--- config.mk ---
export PLATFORM = sky130hd
export DESIGN_NAME = gf2_poly_div_seq
export DESIGN_NICKNAME = d
export VERILOG_FILES = /design/src/rtl/gf2_pkg.sv /design/src/rtl/gf2_lead_deg.sv /design/src/rtl/gf2_poly_div_seq.sv
export SDC_FILE = /design/constraint.sdc
export NUM_CORES = 1
export LEC_CHECK = 0
export BUFFER_PORTS_ARGS = -buffer_cell sky130_fd_sc_hd__buf_4
export CAP_MARGIN = 40
export CORE_MARGIN = 3
export CORE_UTILIZATION = 50
export CTS_BUF_LIST = sky130_fd_sc_hd__clkbuf_16
export CTS_CLUSTER_SIZE = 10
export DETAILED_ROUTE_END_ITERATION = 10
export HOLD_SLACK_MARGIN = 0.03
export PLACE_DENSITY_LB_ADDON = 0.12
export SLEW_MARGIN = 20
export SYNTH_ARGS = -nofsm -noshare
export SYNTH_HDL_FRONTEND = slang
export SYNTH_SLANG_ARGS = --single-unit
export TNS_END_PERCENT = 30
--- constraint.sdc ---
create_clock -name clock -period 8.75 [get_ports clock]
set_clock_uncertainty 0.05 [all_clocks]
set_input_delay 1.3125 -clock clock [delete_from_list [all_inputs] [get_ports clock]]
set_output_delay 1.3125 -clock clock [all_outputs]
set_load 0.05 [all_outputs]
--- src/rtl/gf2_pkg.sv ---
// Shared types and constants for the GF(2) polynomial divider.
// Build option: define GF2DIV_EARLY_TERM_EN for data-dependent latency.
package gf2_pkg;

  localparam int unsigned DefaultWidth = 8;

  typedef enum logic [1:0] {
    StIdle = 2'd0,
    StBusy = 2'd1,
    StDone = 2'd2
  } state_e;

endpackage

--- src/rtl/gf2_lead_deg.sv ---
// Leading-term degree of a GF(2) polynomial: index of the highest set bit.
// deg_o is only meaningful when nonzero_o is 1.
module gf2_lead_deg #(
  parameter int unsigned WIDTH = 8,
  parameter int unsigned DEG_W = $clog2(WIDTH) + 1
) (
  input  logic [WIDTH-1:0] val_i,
  output logic [DEG_W-1:0] deg_o,
  output logic             nonzero_o
);

  // Ascending scan so the highest set bit wins.
  always_comb begin
    deg_o = '0;
    for (int unsigned i = 0; i < WIDTH; i++) begin
      if (val_i[i]) begin
        deg_o = DEG_W'(i);
      end
    end
  end

  assign nonzero_o = |val_i;

endmodule

--- src/rtl/gf2_poly_div_seq.sv ---
// Sequential GF(2) polynomial long division, one reduction step per BUSY cycle.
// Build option: GF2DIV_EARLY_TERM_EN exits BUSY as soon as no step remains;
// otherwise BUSY always lasts WIDTH cycles.
module gf2_poly_div_seq
  import gf2_pkg::*;
#(
  parameter int unsigned WIDTH = DefaultWidth
) (
  input  logic             clock,
  input  logic             reset,
  input  logic             in_valid,
  output logic             in_ready,
  input  logic [WIDTH-1:0] dividend,
  input  logic [WIDTH-1:0] divisor,
  output logic             out_valid,
  input  logic             out_ready,
  output logic [WIDTH-1:0] quotient,
  output logic [WIDTH-1:0] remainder,
  output logic             div_by_zero
);

  localparam int unsigned DEG_W = $clog2(WIDTH) + 1;

  state_e           state_q, state_d;
  logic [WIDTH-1:0] dsr_q, dsr_d;
  logic [WIDTH-1:0] q_q, q_d;
  logic [WIDTH-1:0] r_q, r_d;
  logic [WIDTH-1:0] quot_q, quot_d;
  logic [WIDTH-1:0] rem_q, rem_d;
  logic             dbz_q, dbz_d;

  logic [DEG_W-1:0] deg_rem, deg_dsr, shift;
  logic             rem_nz, dsr_nz, can_step;
  logic [WIDTH-1:0] r_step, q_step;

`ifdef GF2DIV_EARLY_TERM_EN
`else
  logic [DEG_W-1:0] cnt_q, cnt_d;
  logic             last_cycle;
  assign last_cycle = (cnt_q == DEG_W'(WIDTH - 1));
`endif

  gf2_lead_deg #(
    .WIDTH (WIDTH),
    .DEG_W (DEG_W)
  ) u_deg_rem (
    .val_i     (r_q),
    .deg_o     (deg_rem),
    .nonzero_o (rem_nz)
  );

  gf2_lead_deg #(
    .WIDTH (WIDTH),
    .DEG_W (DEG_W)
  ) u_deg_dsr (
    .val_i     (dsr_q),
    .deg_o     (deg_dsr),
    .nonzero_o (dsr_nz)
  );

  // One long-division step: cancel the leading term of r when it can be reduced.
  assign can_step = rem_nz && dsr_nz && (deg_rem >= deg_dsr);
  assign shift    = deg_rem - deg_dsr;
  assign r_step   = can_step ? (r_q ^ (dsr_q << shift)) : r_q;
  assign q_step   = can_step ? (q_q ^ (WIDTH'(1) << shift)) : q_q;

  always_comb begin
    state_d = state_q;
    dsr_d   = dsr_q;
    q_d     = q_q;
    r_d     = r_q;
    quot_d  = quot_q;
    rem_d   = rem_q;
    dbz_d   = dbz_q;
`ifdef GF2DIV_EARLY_TERM_EN
`else
    cnt_d   = cnt_q;
`endif

    unique case (state_q)
      StIdle: begin
        if (in_valid) begin
          dsr_d = divisor;
          q_d   = '0;
          r_d   = dividend;
          if (divisor == '0) begin
            state_d = StDone;
            quot_d  = '0;
            rem_d   = dividend;
            dbz_d   = 1'b1;
          end else begin
            state_d = StBusy;
`ifdef GF2DIV_EARLY_TERM_EN
`else
            cnt_d   = '0;
`endif
          end
        end
      end
      StBusy: begin
        q_d = q_step;
        r_d = r_step;
`ifdef GF2DIV_EARLY_TERM_EN
        if (!can_step) begin
          state_d = StDone;
          quot_d  = q_q;
          rem_d   = r_q;
          dbz_d   = 1'b0;
        end
`else
        cnt_d = cnt_q + 1'b1;
        if (last_cycle) begin
          state_d = StDone;
          quot_d  = q_step;
          rem_d   = r_step;
          dbz_d   = 1'b0;
        end
`endif
      end
      StDone: begin
        if (out_ready) begin
          state_d = StIdle;
        end
      end
      default: state_d = StIdle;
    endcase
  end

  always_ff @(posedge clock) begin
    if (reset) begin
      state_q <= StIdle;
      dsr_q   <= '0;
      q_q     <= '0;
      r_q     <= '0;
      quot_q  <= '0;
      rem_q   <= '0;
      dbz_q   <= 1'b0;
`ifdef GF2DIV_EARLY_TERM_EN
`else
      cnt_q   <= '0;
`endif
    end else begin
      state_q <= state_d;
      dsr_q   <= dsr_d;
      q_q     <= q_d;
      r_q     <= r_d;
      quot_q  <= quot_d;
      rem_q   <= rem_d;
      dbz_q   <= dbz_d;
`ifdef GF2DIV_EARLY_TERM_EN
`else
      cnt_q   <= cnt_d;
`endif
    end
  end

  assign in_ready    = (state_q == StIdle);
  assign out_valid   = (state_q == StDone);
  assign quotient    = quot_q;
  assign remainder   = rem_q;
  assign div_by_zero = dbz_q;

endmodule

Yosys cells after proc, flatten, opt, wreduce, memory -nomap -nowiden
Cells that the tools add are included.
{ "word_totals": {"regBits": 47, "in_bits": 20, "out_inout_bits": 19, "elab_cells": 75} }
{ "op_classes": {"n_addsub": 2, "order_cmp": 1, "n_eq_ne": 8, "shift": 2, "muxes": 40, "bitwise_logic": 2, "reduce_logical": 12} }
{ "ops": {"columns": ["cell", "count"], "rows": [
  ["8-bit 2-to-1 mux", 10],
  ["8-bit one-hot mux with 2 select lines", 4],
  ["3-bit 2-to-1 mux", 8],
  ["2-bit 2-to-1 mux", 8],
  ["8-bit OR reduction", 2],
  ["8-bit XOR", 2],
  ["8-bit zero test", 1],
  ["4-bit 2-to-1 mux", 2],
  ["4-bit one-hot mux with 2 select lines", 1],
  ["1-bit by 4-bit << shifter with 8-bit output (first input constant)", 1],
  ["8-bit by 4-bit << shifter with 8-bit output", 1],
  ["2-bit inequality test (second input constant)", 3],
  ["2-bit one-hot mux with 3 select lines", 1],
  ["3-bit AND reduction", 2],
  ["1-bit 2-to-1 mux", 5],
  ["4-bit by 1-bit adder with 4-bit output (second input constant)", 1],
  ["4-bit by 3-bit == test with 1-bit output (second input constant)", 1],
  ["4-bit greater-or-equal comparator", 1],
  ["2-bit by 1-bit inequality test with 1-bit output (second input constant)", 2],
  ["2-bit AND reduction", 2],
  ["4-bit AND reduction", 1],
  ["4-bit subtractor", 1],
  ["2-bit by 1-bit == test with 1-bit output (second input constant)", 1],
  ["2-bit == test (second input constant)", 1],
  ["4 further kinds", 5]
]} }

Depth between registers and ports, before layout
{ "depth": {"word_depth": 13, "mapped_depth": 16} }

Cells and area by module
A second synthesis with hierarchy kept.
{ "hier_totals": {"cells_unflattened": 341, "area_unflattened_um2": 2815.2} }
{ "modules_own_cells": {"columns": ["module", "instances", "cells_per_inst", "area_per_inst_um2", "seq_area_each_um2"], "rows": [
  ["gf2_poly_div_seq", 1, 313, 2660.1, 940.9],
  ["gf2_lead_deg", 2, 14, 77.6, 0.0]
]} }

Least setup slack after synthesis
Ideal clock, no wire load.
{ "synth_timing": {"path_kind": "register -> register", "startpoint": "register dsr_q[2]", "endpoint": "register r_q[6]", "setup_time_ns": 0.116, "t_arrival_ns": 2.892, "required_ns": 8.584, "setup_slack_ns": 5.693, "path_stages_with_launch": 14, "n_path_buf": 1, "synth_period_minus_slack_ns": 3.057, "cell_sequence": "dfxtp_1 > inv_1 > a21oi_1 > nor2_1 > nor2_1 > o21bai_1 > ha_1 > fa_1 > clkbuf_1 > mux2_2 > a22o_1 > mux2_2 > a211o_1 > and3_1"} }
{ "synth_via": {"elab_chain_len": 11, "word_cells_on_any_way": 15} }
{ "synth_lines": {"columns": ["item", "line_no", "text"], "rows": [
  ["start: declaration", "gf2_poly_div_seq.sv:25", "logic [WIDTH-1:0] dsr_q, dsr_d;"],
  ["start signal: assignment", "gf2_poly_div_seq.sv:144", "dsr_q <= dsr_d;"],
  ["2-bit 2-to-1 mux (2 in a row)", "gf2_lead_deg.sv:16", "if (val_i[i]) begin"],
  ["3-bit 2-to-1 mux (4 in a row)", "gf2_lead_deg.sv:16", null],
  ["4-bit subtractor", "gf2_poly_div_seq.sv:63", "assign shift = deg_rem - deg_dsr;"],
  ["8-bit by 4-bit << shifter with 8-bit output", "gf2_poly_div_seq.sv:64", "assign r_step = can_step ? (r_q ^ (dsr_q << shift)) : r_q;"],
  ["8-bit XOR", "gf2_poly_div_seq.sv:64", null],
  ["8-bit 2-to-1 mux (*)", "gf2_poly_div_seq.sv:64", null],
  ["8-bit one-hot mux with 2 select lines (*)", "gf2_poly_div_seq.sv:80", "unique case (state_q)"],
  ["end signal: assignment", "gf2_poly_div_seq.sv:146", "r_q <= r_d;"],
  ["end: declaration", "gf2_poly_div_seq.sv:27", "logic [WIDTH-1:0] r_q, r_d;"]
]} }
Mark *: on every way between the ends. The rest lies on a longest branch, timed or not.
A chain may end at the register's enable or synchronous reset.

Worst setup path after layout
Same ends and word-level chain as after synthesis.

==> impl_metrics.py <==
metrics = {
    "outcome": {
        "status": "complete, no violations",
    },
    "yosys": {
        "syn_avg_cell_area_um2": 8.36,
        "seq_area_frac_synth": 0.333,
        "yosysTopAreaCell": "dfxtp_1",
        "ys_seq_elements": 47,
        "synth_top_area_frac": 0.333,
        "synth_edf_count": 0,
        "synth_cells": 338,
        "synthTopCellsByCount": "dfxtp_1, nand2_1, nor2_1, a21oi_1, o21ai_0",
        "async_flop_share": 0,
        "synthesis.nets": 364,
        "ys.flop_type": "dfxtp_1",
        "netlist_area_um2": 2830,
        "synth.area.top_cells": "dfxtp_1, nand2_1, xor2_1",
        "synth.distinct_cells": 54,
        "yosysWarnings": 0,
        "synth.most_common_cell": "dfxtp_1",
    },
    "clock_tree": {
        "numCtsBuffers": 5,
        "ctsResizeCount": 0,
        "htree_levels": 2,
        "holdBufCountCts": 0,
        "cts_num_sinks": 47,
        "cts_root_buffer": "clkbuf_16",
        "cts_tree": "done",
        "clkTransAtPathRegs_ns": 0.07,
        "clockBufferDepth": 2,
        "post-cts-setup-buffers": 0,
        "clock_latency_ns": 0.29,
    },
    "sta": {
        "period_minus_slack_ns": 3.44,
        "finalSetupViolCount": 0,
        "fin_setup_tns_ns": 0,
        "slew_viol_final": 0,
        "max_freq_mhz": 291,
        "worstMarginPinSlew_ns": 0.805,
        "slew_headroom": 0.463,
        "rsz0062_at_grt": "no",
        "period_share": 0.393,
        "hold_viol_final": 0,
    },
    "global_route": {
        "antenna_found_initial": 0,
        "grt_pass1_vias": 2283,
        "grt_use_total": 0.214,
        "grt_start_max_net_pins": 34,
        "gr-total-overflow": 0,
        "grt_pass1_wl_mm": 10.9,
    },
    "hold_path": {
        "worstHoldPathCells": 2,
        "hp-class": "flip-flop to flip-flop",
    },
    "pwr": {
        "power.share.combinational": 0.353,
        "p_leak_nw": 1.25,
        "p_switching_mw": 0.259,
        "ir_worst_vdd_mv": 0.148,
        "internal-power_mw": 0.493,
        "power.density_nw_per_um2": 228,
        "p_clk_frac": 0.327,
        "power.share.switching": 0.344,
        "total_power_mw": 0.752,
        "seqPwrFrac": 0.319,
    },
    "route": {
        "vias_per_cell": 5.77,
        "vias": 2500,
        "wl_per_cell_um": 15.4,
        "met3_length_um": 320,
        "routed.top_layer": "met4",
        "first_pass_iters": 4,
        "drc": 0,
        "antenna_left": 0,
        "drt-met1-wl_mm": 3.06,
        "wirelength_mm": 6.66,
        "routed-wl-met2_mm": 3.19,
        "first_iter_violations": 160,
    },
    "floorplan": {
        "initial_core_util": 0.536,
        "coreArea_um2": 5270,
        "rows": 26,
        "io_pins": 39,
        "dieArea_um2": 6590,
        "fp.dieW_um": 81.2,
        "die_y_um": 81.2,
    },
    "finish": {
        "antenna_cells": 0,
        "fill_cells": 467,
        "syn2layout_area_growth_pct": 16.7,
        "drive_above_1_share": 0.187,
        "finalNetCount": 388,
    },
    "setup_path": {
        "slowest_delay_ns": 0.84,
        "crit_required_ns": 8.89,
        "cp_cell_sequence": "inv_1 -> a21oi_1 -> nor2_1 -> nor2_1 -> o21bai_1 -> ha_1 -> fa_1 -> mux2_2 -> a22o_1 -> mux2_2 -> a211o_1 -> and3_1",
        "arrival_ns": 3.58,
        "r2r_cells": 12,
        "endpoint_kind": "flip-flop",
        "crit_buf_inv": 1,
        "path_max_fanout": 14,
        "critPathLaunchType": "flip-flop",
        "slowest_stage": "fa_1",
        "worst-path-stages": 12,
        "path_delay_family": "adder cells",
        "critPathKind": "flip-flop to flip-flop",
    },
    "place": {
        "io_buffers": 38,
        "dpl.hpwl_mm": 4.75,
        "gp_congestion": 0.885,
    },
    "run": {
        "maxCapViolCount": 0,
    },
}
[metal layers]
layer / vias up / GRT usage
met3: 8 / 0.0554
met4: 0 / 0.0625
li1: 1266 / -
met1: 1161 / 0.272
met2: 65 / 0.357
met5: - / 0
[per-stage QoR]
step,hold WS (ns),area (um^2),utilization,setup slack (ns),std cells
after floorplan,0.416,2830,-,5.69,338
after global placement,0.384,3110,0.589,5.34,425
after detailed placement,0.393,3110,0.589,5.36,425
after CTS,0.408,3300,0.626,5.35,433
after global routing,0.430,3300,0.626,5.10,433
final,0.406,3300,0.626,5.31,433
[worst min-delay path: stages, from the launching register on]
cell and delay [ns]:
dfxtp_1 0.32, nand2_1 0.05, o21ai_0 0.05
[final cells by class]
| type | instances | area (um^2) | area share |
|---|---|---|---|
| clock inverter | 3 | 67.6 | 0.0205 |
| clock buffer | 5 | 125 | 0.0379 |
| sequential | 47 | 941 | 0.285 |
| inverter | 11 | 41.3 | 0.0125 |
| multi-input combinational | 256 | 1730 | 0.524 |
| timing repair buffer | 41 | 308 | 0.0933 |
| tap | 70 | 87.6 | 0.0266 |
[flip-flops by register name, indices dropped and copies added (netlist names)]
signal and cells:
state_q 2, quotient 8, r_q 8, remainder 8
cnt_q 4, div_by_zero 1, dsr_q 8, q_q 8
[cells by family after synthesis]
family / share of synthesized area
adders and majority gates: 0.0319
xor gates and xnor gates: 0.0496
DFF: 0.333
and+or+nand+nor: 0.264
buffers and inverters: 0.0554
muxes: 0.0669
AOI/OAI and AO/OA: 0.199
[final timing paths]
check / to / from / slack [ns]
min reg2reg: quotient[2]$_SDFFE_PP0P_ / quotient[2]$_SDFFE_PP0P_ / 0.41
min: quotient[2]$_SDFFE_PP0P_ / quotient[2]$_SDFFE_PP0P_ / 0.41
max: r_q[6]$_SDFFE_PP0P_ / dsr_q[2]$_SDFFE_PP0P_ / 5.31
max reg2reg: r_q[6]$_SDFFE_PP0P_ / dsr_q[2]$_SDFFE_PP0P_ / 5.31
[cells in the final DEF, fill, tap and decap left out, types with 3 or more instances in the layout]
cell	count
nor3_1	6
a21oi_1	17
nand2_1	43
dfxtp_1	47
mux2_2	3
xnor2_1	3
nor2b_1	6
nand3_2	3
xor2_1	13
nand4_1	4
nor4_2	3
inv_1	11
nor2_1	24
o31ai_1	3
o21bai_1	4
a211oi_1	3
nand4b_1	5
nand2b_1	4
mux2i_1	11
clkbuf_16	5
buf_4	41
a31oi_1	10
a22oi_1	10
nor4_1	3
ha_1	4
o21ai_0	17
nand3_1	14
or3_1	8
o22ai_1	5
[power groups by stage]
stage | sequential, mW | combinational (mW) | clock [mW]
6_report | 0.240 | 0.266 | 0.246
3_5_place_dp | 0.245 | 0.264 | 0
5_1_grt | 0.242 | 0.294 | 0.262
4_1_cts | 0.240 | 0.266 | 0.251
2_1_floorplan | 0.238 | 0.232 | 0
3_3_place_gp | 0.244 | 0.262 | 0
Power figures use the tool's default switching activity.
